## src/rtl/adsr_env_pkg.sv

```systemverilog
// Shared definitions for the ADSR envelope voice path: default widths that
// keep voice, mixer and multiplier blocks in agreement, the 3-bit state
// encoding, and a small state-classification helper.
package adsr_env_pkg;

    // Default envelope widths; LEVEL_W matches the multiplier B operand.
    localparam int DEF_LEVEL_W = 8;
    localparam int DEF_FRAC_W  = 8;

    // Envelope state encoding.
    localparam int STATE_W = 3;

    localparam logic [2:0] ST_IDLE    = 3'd0;
    localparam logic [2:0] ST_ATTACK  = 3'd1;
    localparam logic [2:0] ST_DECAY   = 3'd2;
    localparam logic [2:0] ST_SUSTAIN = 3'd3;
    localparam logic [2:0] ST_RELEASE = 3'd4;

    // True for the states in which a falling gate starts the release.
    function automatic logic is_gated(input logic [2:0] st);
        return (st == ST_ATTACK) || (st == ST_DECAY) || (st == ST_SUSTAIN);
    endfunction

endpackage

```

## src/rtl/env_sat_step.sv

```systemverilog
// Combinational saturating step toward a target value. Moving up, the sum
// is clamped to the target once it would reach or pass it (including carry
// out of the accumulator). Moving down, the difference is evaluated one bit
// wider and signed so that an underflow also counts as reaching the target.
// A zero rate means "reach the target immediately".
module env_sat_step #(
    parameter int ACC_W = 16
) (
    input  logic [ACC_W-1:0] acc,
    input  logic [ACC_W-1:0] rate,
    input  logic             dir_up,
    input  logic [ACC_W-1:0] target,
    output logic [ACC_W-1:0] next_acc,
    output logic             reached
);

    // Upward step: returns {reached, next value}.
    function automatic logic [ACC_W:0] sat_up(
        input logic [ACC_W-1:0] a,
        input logic [ACC_W-1:0] r,
        input logic [ACC_W-1:0] t
    );
        logic [ACC_W:0] sum;
        logic           hit;
        sum = {1'b0, a} + {1'b0, r};
        hit = (r == '0) || (sum >= {1'b0, t});
        return hit ? {1'b1, t} : {1'b0, sum[ACC_W-1:0]};
    endfunction

    // Downward step: returns {reached, next value}.
    function automatic logic [ACC_W:0] sat_down(
        input logic [ACC_W-1:0] a,
        input logic [ACC_W-1:0] r,
        input logic [ACC_W-1:0] t
    );
        logic signed [ACC_W:0] diff;
        logic signed [ACC_W:0] tgt;
        logic                  hit;
        diff = $signed({1'b0, a}) - $signed({1'b0, r});
        tgt  = $signed({1'b0, t});
        hit  = (r == '0) || (diff <= tgt);
        return hit ? {1'b1, t} : {1'b0, diff[ACC_W-1:0]};
    endfunction

    logic [ACC_W:0] step;

    // Select the step direction and split the packed result.
    always_comb begin
        step = '0;
        if (dir_up) begin
            step = sat_up(acc, rate, target);
        end else begin
            step = sat_down(acc, rate, target);
        end
        reached  = step[ACC_W];
        next_acc = step[ACC_W-1:0];
    end

endmodule

```

## src/rtl/adsr_env.sv

```systemverilog
// Per-voice ADSR envelope generator. Gate edges are acted on every clock;
// the accumulator only moves on sample_tick. Each tick yields one level
// sample plus a one-cycle level_dv strobe that drives the downstream
// multiplier clock enable.
module adsr_env
    import adsr_env_pkg::*;
#(
    parameter  int LEVEL_W = DEF_LEVEL_W,
    parameter  int FRAC_W  = DEF_FRAC_W,
    localparam int ACC_W   = LEVEL_W + FRAC_W
) (
    input  logic               clk,
    input  logic               rst,
    input  logic               sample_tick,
    input  logic               gate,
    input  logic [ACC_W-1:0]   attack_rate,
    input  logic [ACC_W-1:0]   decay_rate,
    input  logic [LEVEL_W-1:0] sustain_level,
    input  logic [ACC_W-1:0]   release_rate,
    output logic [LEVEL_W-1:0] level,
    output logic               level_dv,
    output logic               active
);

    logic [STATE_W-1:0] state;
    logic [STATE_W-1:0] state_nxt;
    logic [ACC_W-1:0]   acc;
    logic [ACC_W-1:0]   acc_nxt;
    logic               gate_q;
    logic               rise;
    logic               fall;

    logic [ACC_W-1:0]   sus_tgt;
    logic [ACC_W-1:0]   step_rate;
    logic [ACC_W-1:0]   step_tgt;
    logic               step_up;
    logic [ACC_W-1:0]   step_next;
    logic               step_reached;

    assign rise    = gate & ~gate_q;
    assign fall    = ~gate & gate_q;
    assign sus_tgt = {sustain_level, {FRAC_W{1'b0}}};

    // Route the rate and target of the current segment into the step unit.
    always_comb begin
        step_up   = 1'b0;
        step_rate = release_rate;
        step_tgt  = '0;
        case (state)
            ST_ATTACK: begin
                step_up   = 1'b1;
                step_rate = attack_rate;
                step_tgt  = '1;
            end
            ST_DECAY: begin
                step_rate = decay_rate;
                step_tgt  = sus_tgt;
            end
            default: begin
                step_rate = release_rate;
                step_tgt  = '0;
            end
        endcase
    end

    env_sat_step #(
        .ACC_W (ACC_W)
    ) u_step (
        .acc      (acc),
        .rate     (step_rate),
        .dir_up   (step_up),
        .target   (step_tgt),
        .next_acc (step_next),
        .reached  (step_reached)
    );

    // Next state and accumulator: gate edges take priority over the tick,
    // and a retrigger keeps the current accumulator for a legato attack.
    always_comb begin
        state_nxt = state;
        acc_nxt   = acc;
        if (rise) begin
            state_nxt = ST_ATTACK;
        end else if (fall && is_gated(state)) begin
            state_nxt = ST_RELEASE;
        end else if (sample_tick) begin
            case (state)
                ST_IDLE: begin
                    acc_nxt = '0;
                end
                ST_ATTACK: begin
                    acc_nxt = step_next;
                    if (step_reached) begin
                        state_nxt = ST_DECAY;
                    end
                end
                ST_DECAY: begin
                    acc_nxt = step_next;
                    if (step_reached) begin
                        state_nxt = ST_SUSTAIN;
                    end
                end
                ST_SUSTAIN: begin
                    acc_nxt = sus_tgt;
                end
                ST_RELEASE: begin
                    acc_nxt = step_next;
                    if (step_reached) begin
                        state_nxt = ST_IDLE;
                    end
                end
                default: begin
                    state_nxt = ST_IDLE;
                    acc_nxt   = '0;
                end
            endcase
        end
    end

    // State, accumulator and registered outputs; level and active follow the
    // post-update values so they line up with the level_dv strobe.
    always_ff @(posedge clk) begin
        if (rst) begin
            state    <= ST_IDLE;
            acc      <= '0;
            gate_q   <= 1'b0;
            level    <= '0;
            level_dv <= 1'b0;
            active   <= 1'b0;
        end else begin
            state    <= state_nxt;
            acc      <= acc_nxt;
            gate_q   <= gate;
            level    <= acc_nxt[ACC_W-1:FRAC_W];
            level_dv <= sample_tick;
            active   <= (state_nxt != ST_IDLE);
        end
    end

endmodule

```

## config.mk

```make
export PLATFORM = sky130hd
export DESIGN_NAME = adsr_env
export DESIGN_NICKNAME = d
export VERILOG_FILES = /design/src/rtl/adsr_env_pkg.sv /design/src/rtl/env_sat_step.sv /design/src/rtl/adsr_env.sv
export SDC_FILE = /design/constraint.sdc
export NUM_CORES = 1
export LEC_CHECK = 0
export CAP_MARGIN = 0
export CELL_PAD_IN_SITES_DETAIL_PLACEMENT = 0
export CELL_PAD_IN_SITES_GLOBAL_PLACEMENT = 1
export CORE_MARGIN = 3
export CORE_UTILIZATION = 35
export CTS_BUF_LIST = sky130_fd_sc_hd__clkbuf_4 sky130_fd_sc_hd__clkbuf_8 sky130_fd_sc_hd__clkbuf_16
export DETAILED_ROUTE_END_ITERATION = 6
export GPL_ROUTABILITY_DRIVEN = 0
export PLACE_DENSITY = 0.79
export SETUP_SLACK_MARGIN = 0.4
export SYNTH_ARGS = -nofsm -noshare
export SYNTH_HDL_FRONTEND = slang
export SYNTH_HIERARCHICAL = 1
export SYNTH_SLANG_ARGS = --single-unit
```

## constraint.sdc

```tcl
create_clock -name clk -period 11.8 [get_ports clk]
set_clock_uncertainty 0.05 [all_clocks]
set_input_delay 2.36 -clock clk [delete_from_list [all_inputs] [get_ports clk]]
set_output_delay 2.36 -clock clk [all_outputs]
set_load 0.02 [all_outputs]
```

# --- Yosys cells after proc, flatten, opt, wreduce, memory -nomap -nowiden ---
# Index checks and enable logic that the tools add are counted.
# Widths: inputs -> output; s select.
word_totals:
  reg_bits: 22
  output_inout_bits: 10
  word_cells: 45
classes:
  addsub: 2
  magnitude_cmp: 2
  n_eq_ne: 4
  mux: 14
  bitwise: 6
  reduce_logical: 11
op_table:
  columns: ["cell", "count"]
  rows:
  - ["$pmux 16 s2", 3]
  - ["$mux 17", 3]
  - ["$mux 3", 6]
  - ["$add 16x16->17", 1]
  - ["$ge 17x16->1", 1]
  - ["$le 17x17->1", 1]
  - ["$sub 16x16->17", 1]
  - ["$logic_not 16->1", 1]
  - ["$pmux 3 s4", 1]
  - ["$eq 3x2->1 const B", 2]
  - ["$logic_or 1x1->1", 4]
  - ["$not 1->1", 4]
  - ["$eq 3x1->1 const B", 1]
  - ["$eq 3x3->1 const B", 1]
  - ["$logic_not 3->1", 1]
  - ["$reduce_and 3->1", 1]
  - ["$reduce_bool 3->1", 1]
  - ["$reduce_or 3->1", 1]
  - ["$and 1x1->1", 2]
  - ["$reduce_or 2->1", 1]
  - ["$logic_and 1x1->1", 1]
  - ["$mux 1", 1]

# --- Longest topological paths before layout ---
logic_depth:
  depth_word: 13
  ltp_mapped: 29
  ltp_nobuf: 27

# --- Hierarchy ---
# The synthesis kept the hierarchy.
modules_own_cells:
  columns: ["module", "n_inst", "cells_each", "area_per_inst_um2", "seq_area_each_um2"]
  rows:
  - ["env_sat_step", 1, 387, 2811.4, 0.0]
  - ["adsr_env", 1, 178, 1408.9, 440.4]

# --- Worst setup path after synthesis ---
# No wires, ideal clock.
synth_timing:
  kind: "input port to flip-flop"
  start: "input attack_rate[0]"
  end: "register active"
  setup_ps: 120
  t_arrival_ps: 6760
  required_ps: 11630
  slack_ps: 4870
  path_stages: 24
  path_buffers: 0
  path_cell_list: "a22oi_1 nand2_1 ha_1 inv_1 fa_1 o21ba_1 or4_4 and3_4 o21ai_4 nand4_4 nand2_1 xnor2_1 ha_1 a21o_1 a211oi_1 o211ai_1 a211oi_1 o31ai_4 o21ai_2 inv_1 and4b_1 a21oi_1 o21ai_0 a211o_1"
synth_via:
  elab_chain_len: 12
synth_rtl:
  columns: ["item", "line_no", "text"]
  rows:
  - ["from (decl)", "adsr_env.sv:16", "input logic [ACC_W-1:0] attack_rate,"]
  - ["$pmux 16 s2 (*)", "adsr_env.sv:49", "case (state)"]
  - ["named net step_rate[0]", "adsr_env.sv:34", "logic [ACC_W-1:0] step_rate;"]
  - ["$sub 16x16->17 or $add 16x16->17 (tied branches)", "env_sat_step.sv:39, env_sat_step.sv:25", null]
  - ["$le 17x17->1 or $ge 17x16->1 (tied branches)", "env_sat_step.sv:41, env_sat_step.sv:26", null]
  - ["$logic_or 1x1->1, on equally long branches", "env_sat_step.sv:41, env_sat_step.sv:26", null]
  - ["$mux 17, on equally long branches", "env_sat_step.sv:42, env_sat_step.sv:27", null]
  - ["$mux 17 (*)", "env_sat_step.sv:50", "if (dir_up) begin"]
  - ["named net step_reached", "adsr_env.sv:38", "logic step_reached;"]
  - ["$mux 3, on equally long branches", "adsr_env.sv:108, adsr_env.sv:93, adsr_env.sv:99", null]
  - ["$pmux 3 s4 (*)", "adsr_env.sv:87", "case (state)"]
  - ["$mux 3 (*)", "adsr_env.sv:86", "end else if (sample_tick) begin"]
  - ["$mux 3 (*)", "adsr_env.sv:84", "end else if (fall && is_gated(state)) begin"]
  - ["$mux 3 (*)", "adsr_env.sv:82", "if (rise) begin"]
  - ["$reduce_bool 3->1 (*)", "adsr_env.sv:136", "active <= (state_nxt != ST_IDLE);"]
  - ["to (signal assigned)", "adsr_env.sv:136", null]
  - ["to (decl)", "adsr_env.sv:22", "output logic active"]
# The timed path passes the listed nets; every way through them passes the cells marked *.
# A chain may end at the register's enable or synchronous reset.

# --- Worst setup path in the final report ---
# Ends and elaborated chain as after synthesis.

==> key figures <==
Clocking
  • Root Buffer: clkbuf_16
  • Number of gates resized after cts: 0
  • CTS tree: built
  • Clock Sinks: 22
  • Setup bufs post-CTS: 0
  • Bufs on Longest Clock Path: 2
  • CTS clk-pin slew, worst paths: 70 ps
  • Num CTS Buffers: 3
  • Worst skew pair latency: 260 ps
  • # hold bufs at CTS: 0
  • H-tree depth: 1

Floorplanning
  • Site row count: 39
  • Vert. Die Dim: 116 µm
  • # IOs: 70
  • Core Region: 0.0116 mm²
  • Die area: 0.0134 mm²
  • Die Wd: 116 µm
  • Initial Util: 36.3%

Setup path
  • WP data required: 11,900 ps
  • Worst Setup SP: attack_rate[0]
  • Start of the worst register-to-register path: state[1]$_SDFF_PP0_
  • Crit path kind: input port to register
  • Crit path capture type: register
  • Critical Path Source Type: input port
  • CP max FO: 14
  • Crit path arrival time: 8650 ps

Synth
  • Distinct cells, synth: 75
  • Register area share after synthesis: 10.4%
  • Largest cells by area after synthesis: ha_1, dfxtp_1, nand2_1
  • Avg Cell Area, Syn: 7.47 µm²
  • Yosys warns: 6
  • Cell count after synthesis: 565
  • Synth area leader: ha_1
  • Synth cell count leaders: ha_1, nand2_1, nor2_1
  • Post-synthesis sequential element count: 22
  • Most common cell in the netlist: ha_1
  • Prevailing post-synth register cell: dfxtp_1
  • Post-synth ARST share: 0%
  • Yosys top cell area share: 19.0%
  • Post-synth EDFFs: 0
  • Syn Std Cell Area: 0.00422 mm²
  • Syn_nets: 691

Hold path
  • Hold Path Origin: acc[5]$_SDFFE_PP0P_
  • Min-Delay Path Class: register to register

Global route
  • First-pass GRT wire length: 20.3 mm
  • Number of global-route vias before repair: 3,968
  • Initial antenna violation count: 0
  • Largest net degree at the start of global routing: 48
  • Global route overflow: 0
  • GRT Util Overall: 18.9%

Routing
  • Routed length per instance: 17.6 µm
  • 1st-pass router iterations: 5
  • Starting DRT DRC Count: 355
  • DRC violations left: 0
  • Vias: 4,228
  • DRT Wirelength: 13.1 mm
  • Post-route ant nets: 0
  • Vias per cell: 5.68

Power and ir drop
  • Overall Power: 550 µW
  • PD cells: 111 mW/mm²
  • Lkg Pwr: 2.18 nW
  • Peak VDD IR: 80.7 µV

Finish
  • Area Overhead vs Synth: 17.7%
  • Ratio of cells with drive above 1 in the final layout: 6.15%
  • Fin area: 0.00497 mm²
  • Nets: 729
  • Antenna cells: 0

Timing
  • RSZ-0062 raised after global routing: false
  • Final Hold Fails: 0
  • Slew HR: 16.7%
  • Min Hold Slack: 436 ps
  • Slew Limit Fails: 0
  • Fmax: 117 MHz
  • Worst-Margin Slew: 1250 ps
  • Worst Setup Slack, final: 3240 ps
  • Final Cycle Share: 72.5%
  • Setup TNS: 0 ps
  • Final setup violation count: 0
  • Min Tclk post-route: 8560 ps

Place
  • DP Area: 0.00488 mm²
  • Post-DP HPWL: 10.7 mm
  • Number of port buffers: 69
  • Pre-CTS setup slack: 3020 ps

Outcome
  • Status: finished clean

Job
  • # Max-Cap Violations: 0
## where the power goes
part	internal (mW)	switching [mW]	total [mW]
clock	0.0519	0.0309	0.0828
combinational	0.158	0.224	0.382
sequential	0.0789	0.00623	0.0851
total	0.289	0.261	0.550
## routing by layer
metal	GRT usage [%]	vias up	part of all wire (%)
met5	0	-	0
met1	27.2	1948	48
met2	30.7	156	45
met4	3.40	0	0.91
li1	-	2114	-
met3	2.51	10	6.5
## registers in the layout, summed over array words and instances (netlist names)
signal,cells
active,1
level_dv,1
acc,16
state,3
gate_q,1
## cell usage in the layout, fill, tap and decap left out, types with 3 or more instances in the layout
cell,n
o221a_2,4
nor2_1,48
a22oi_1,17
a311oi_1,3
clkdlybuf4s50_1,69
nand3_1,16
mux2_2,5
dfxtp_1,22
buf_4,3
nand2b_1,7
xnor2_1,18
xor2_1,10
ha_1,64
o21ai_0,23
o21a_1,3
or3_1,4
o211ai_1,5
a221oi_1,8
nand2_1,55
nor3_1,14
nand4_1,8
a211oi_1,7
a21oi_1,36
mux2i_1,6
a21o_1,15
inv_1,47
nand3b_1,3
a31oi_1,6
nor4_1,8
o21bai_1,4
clkbuf_16,3
nor2b_1,8
## final cells by class
type | count | area, µm²
Fill cell | 1194 | 6650
Multi-Input combinational cell | 457 | 3370
Timing Repair Buffer | 72 | 713
Sequential cell | 22 | 440
Tap cell | 143 | 179
Inverter | 47 | 176
Clock buffer | 4 | 88.8
## worst paths after layout
path | end | depth (start not counted) | slack, ps
worst max-delay path | active$_SDFF_PP0_ | 25 | 3240
worst min-delay path | acc[5]$_SDFFE_PP0P_ | 2 | 440
worst max register to register | active$_SDFF_PP0_ | 26 | 3960
worst min register to register | acc[5]$_SDFFE_PP0P_ | 2 | 440
## per-stage QoR
step | util, % | cells
finish | 42.8 | 745
global route | 42.8 | 745
CTS | 42.8 | 745
detailed placement | 42.0 | 741
global placement | 42.0 | 741
floorplan | - | 565
## kinds of logic (layout without fill, tap and decap cells)
group / after synthesis / count (layout) / share of synthesized area, %
muxes: 12 / 12 / 3.11
DFF: 22 / 22 / 10.4
buffers and inverters: 86 / 123 / 9.96
adders and majority gates: 66 / 66 / 19.9
AOI/OAI and AO/OA: 161 / 161 / 28.1
and+or+nand+nor: 190 / 190 / 22.7
xor gates and xnor gates: 28 / 28 / 5.81
## critical path: stages
cell	delay (ps)
clkdlybuf4s50_1	450
a22oi_1	70
nand2_1	170
ha_1	190
inv_1	60
fa_1	460
a211oi_1	340
o211ai_1	180
a41oi_1	440
o21ai_0	160
o211ai_1	140
xnor2_1	150
ha_1	320
nand2_1	80
nor3_1	340
a21bo_2	210
a311oi_1	50
a21oi_1	990
nand2b_1	360
o21ai_2	160
inv_1	290
nand2_1	80
a21oi_1	140
o21ai_0	110
a211o_1	320
No activity file was read; power rests on OpenSTA's default activity.
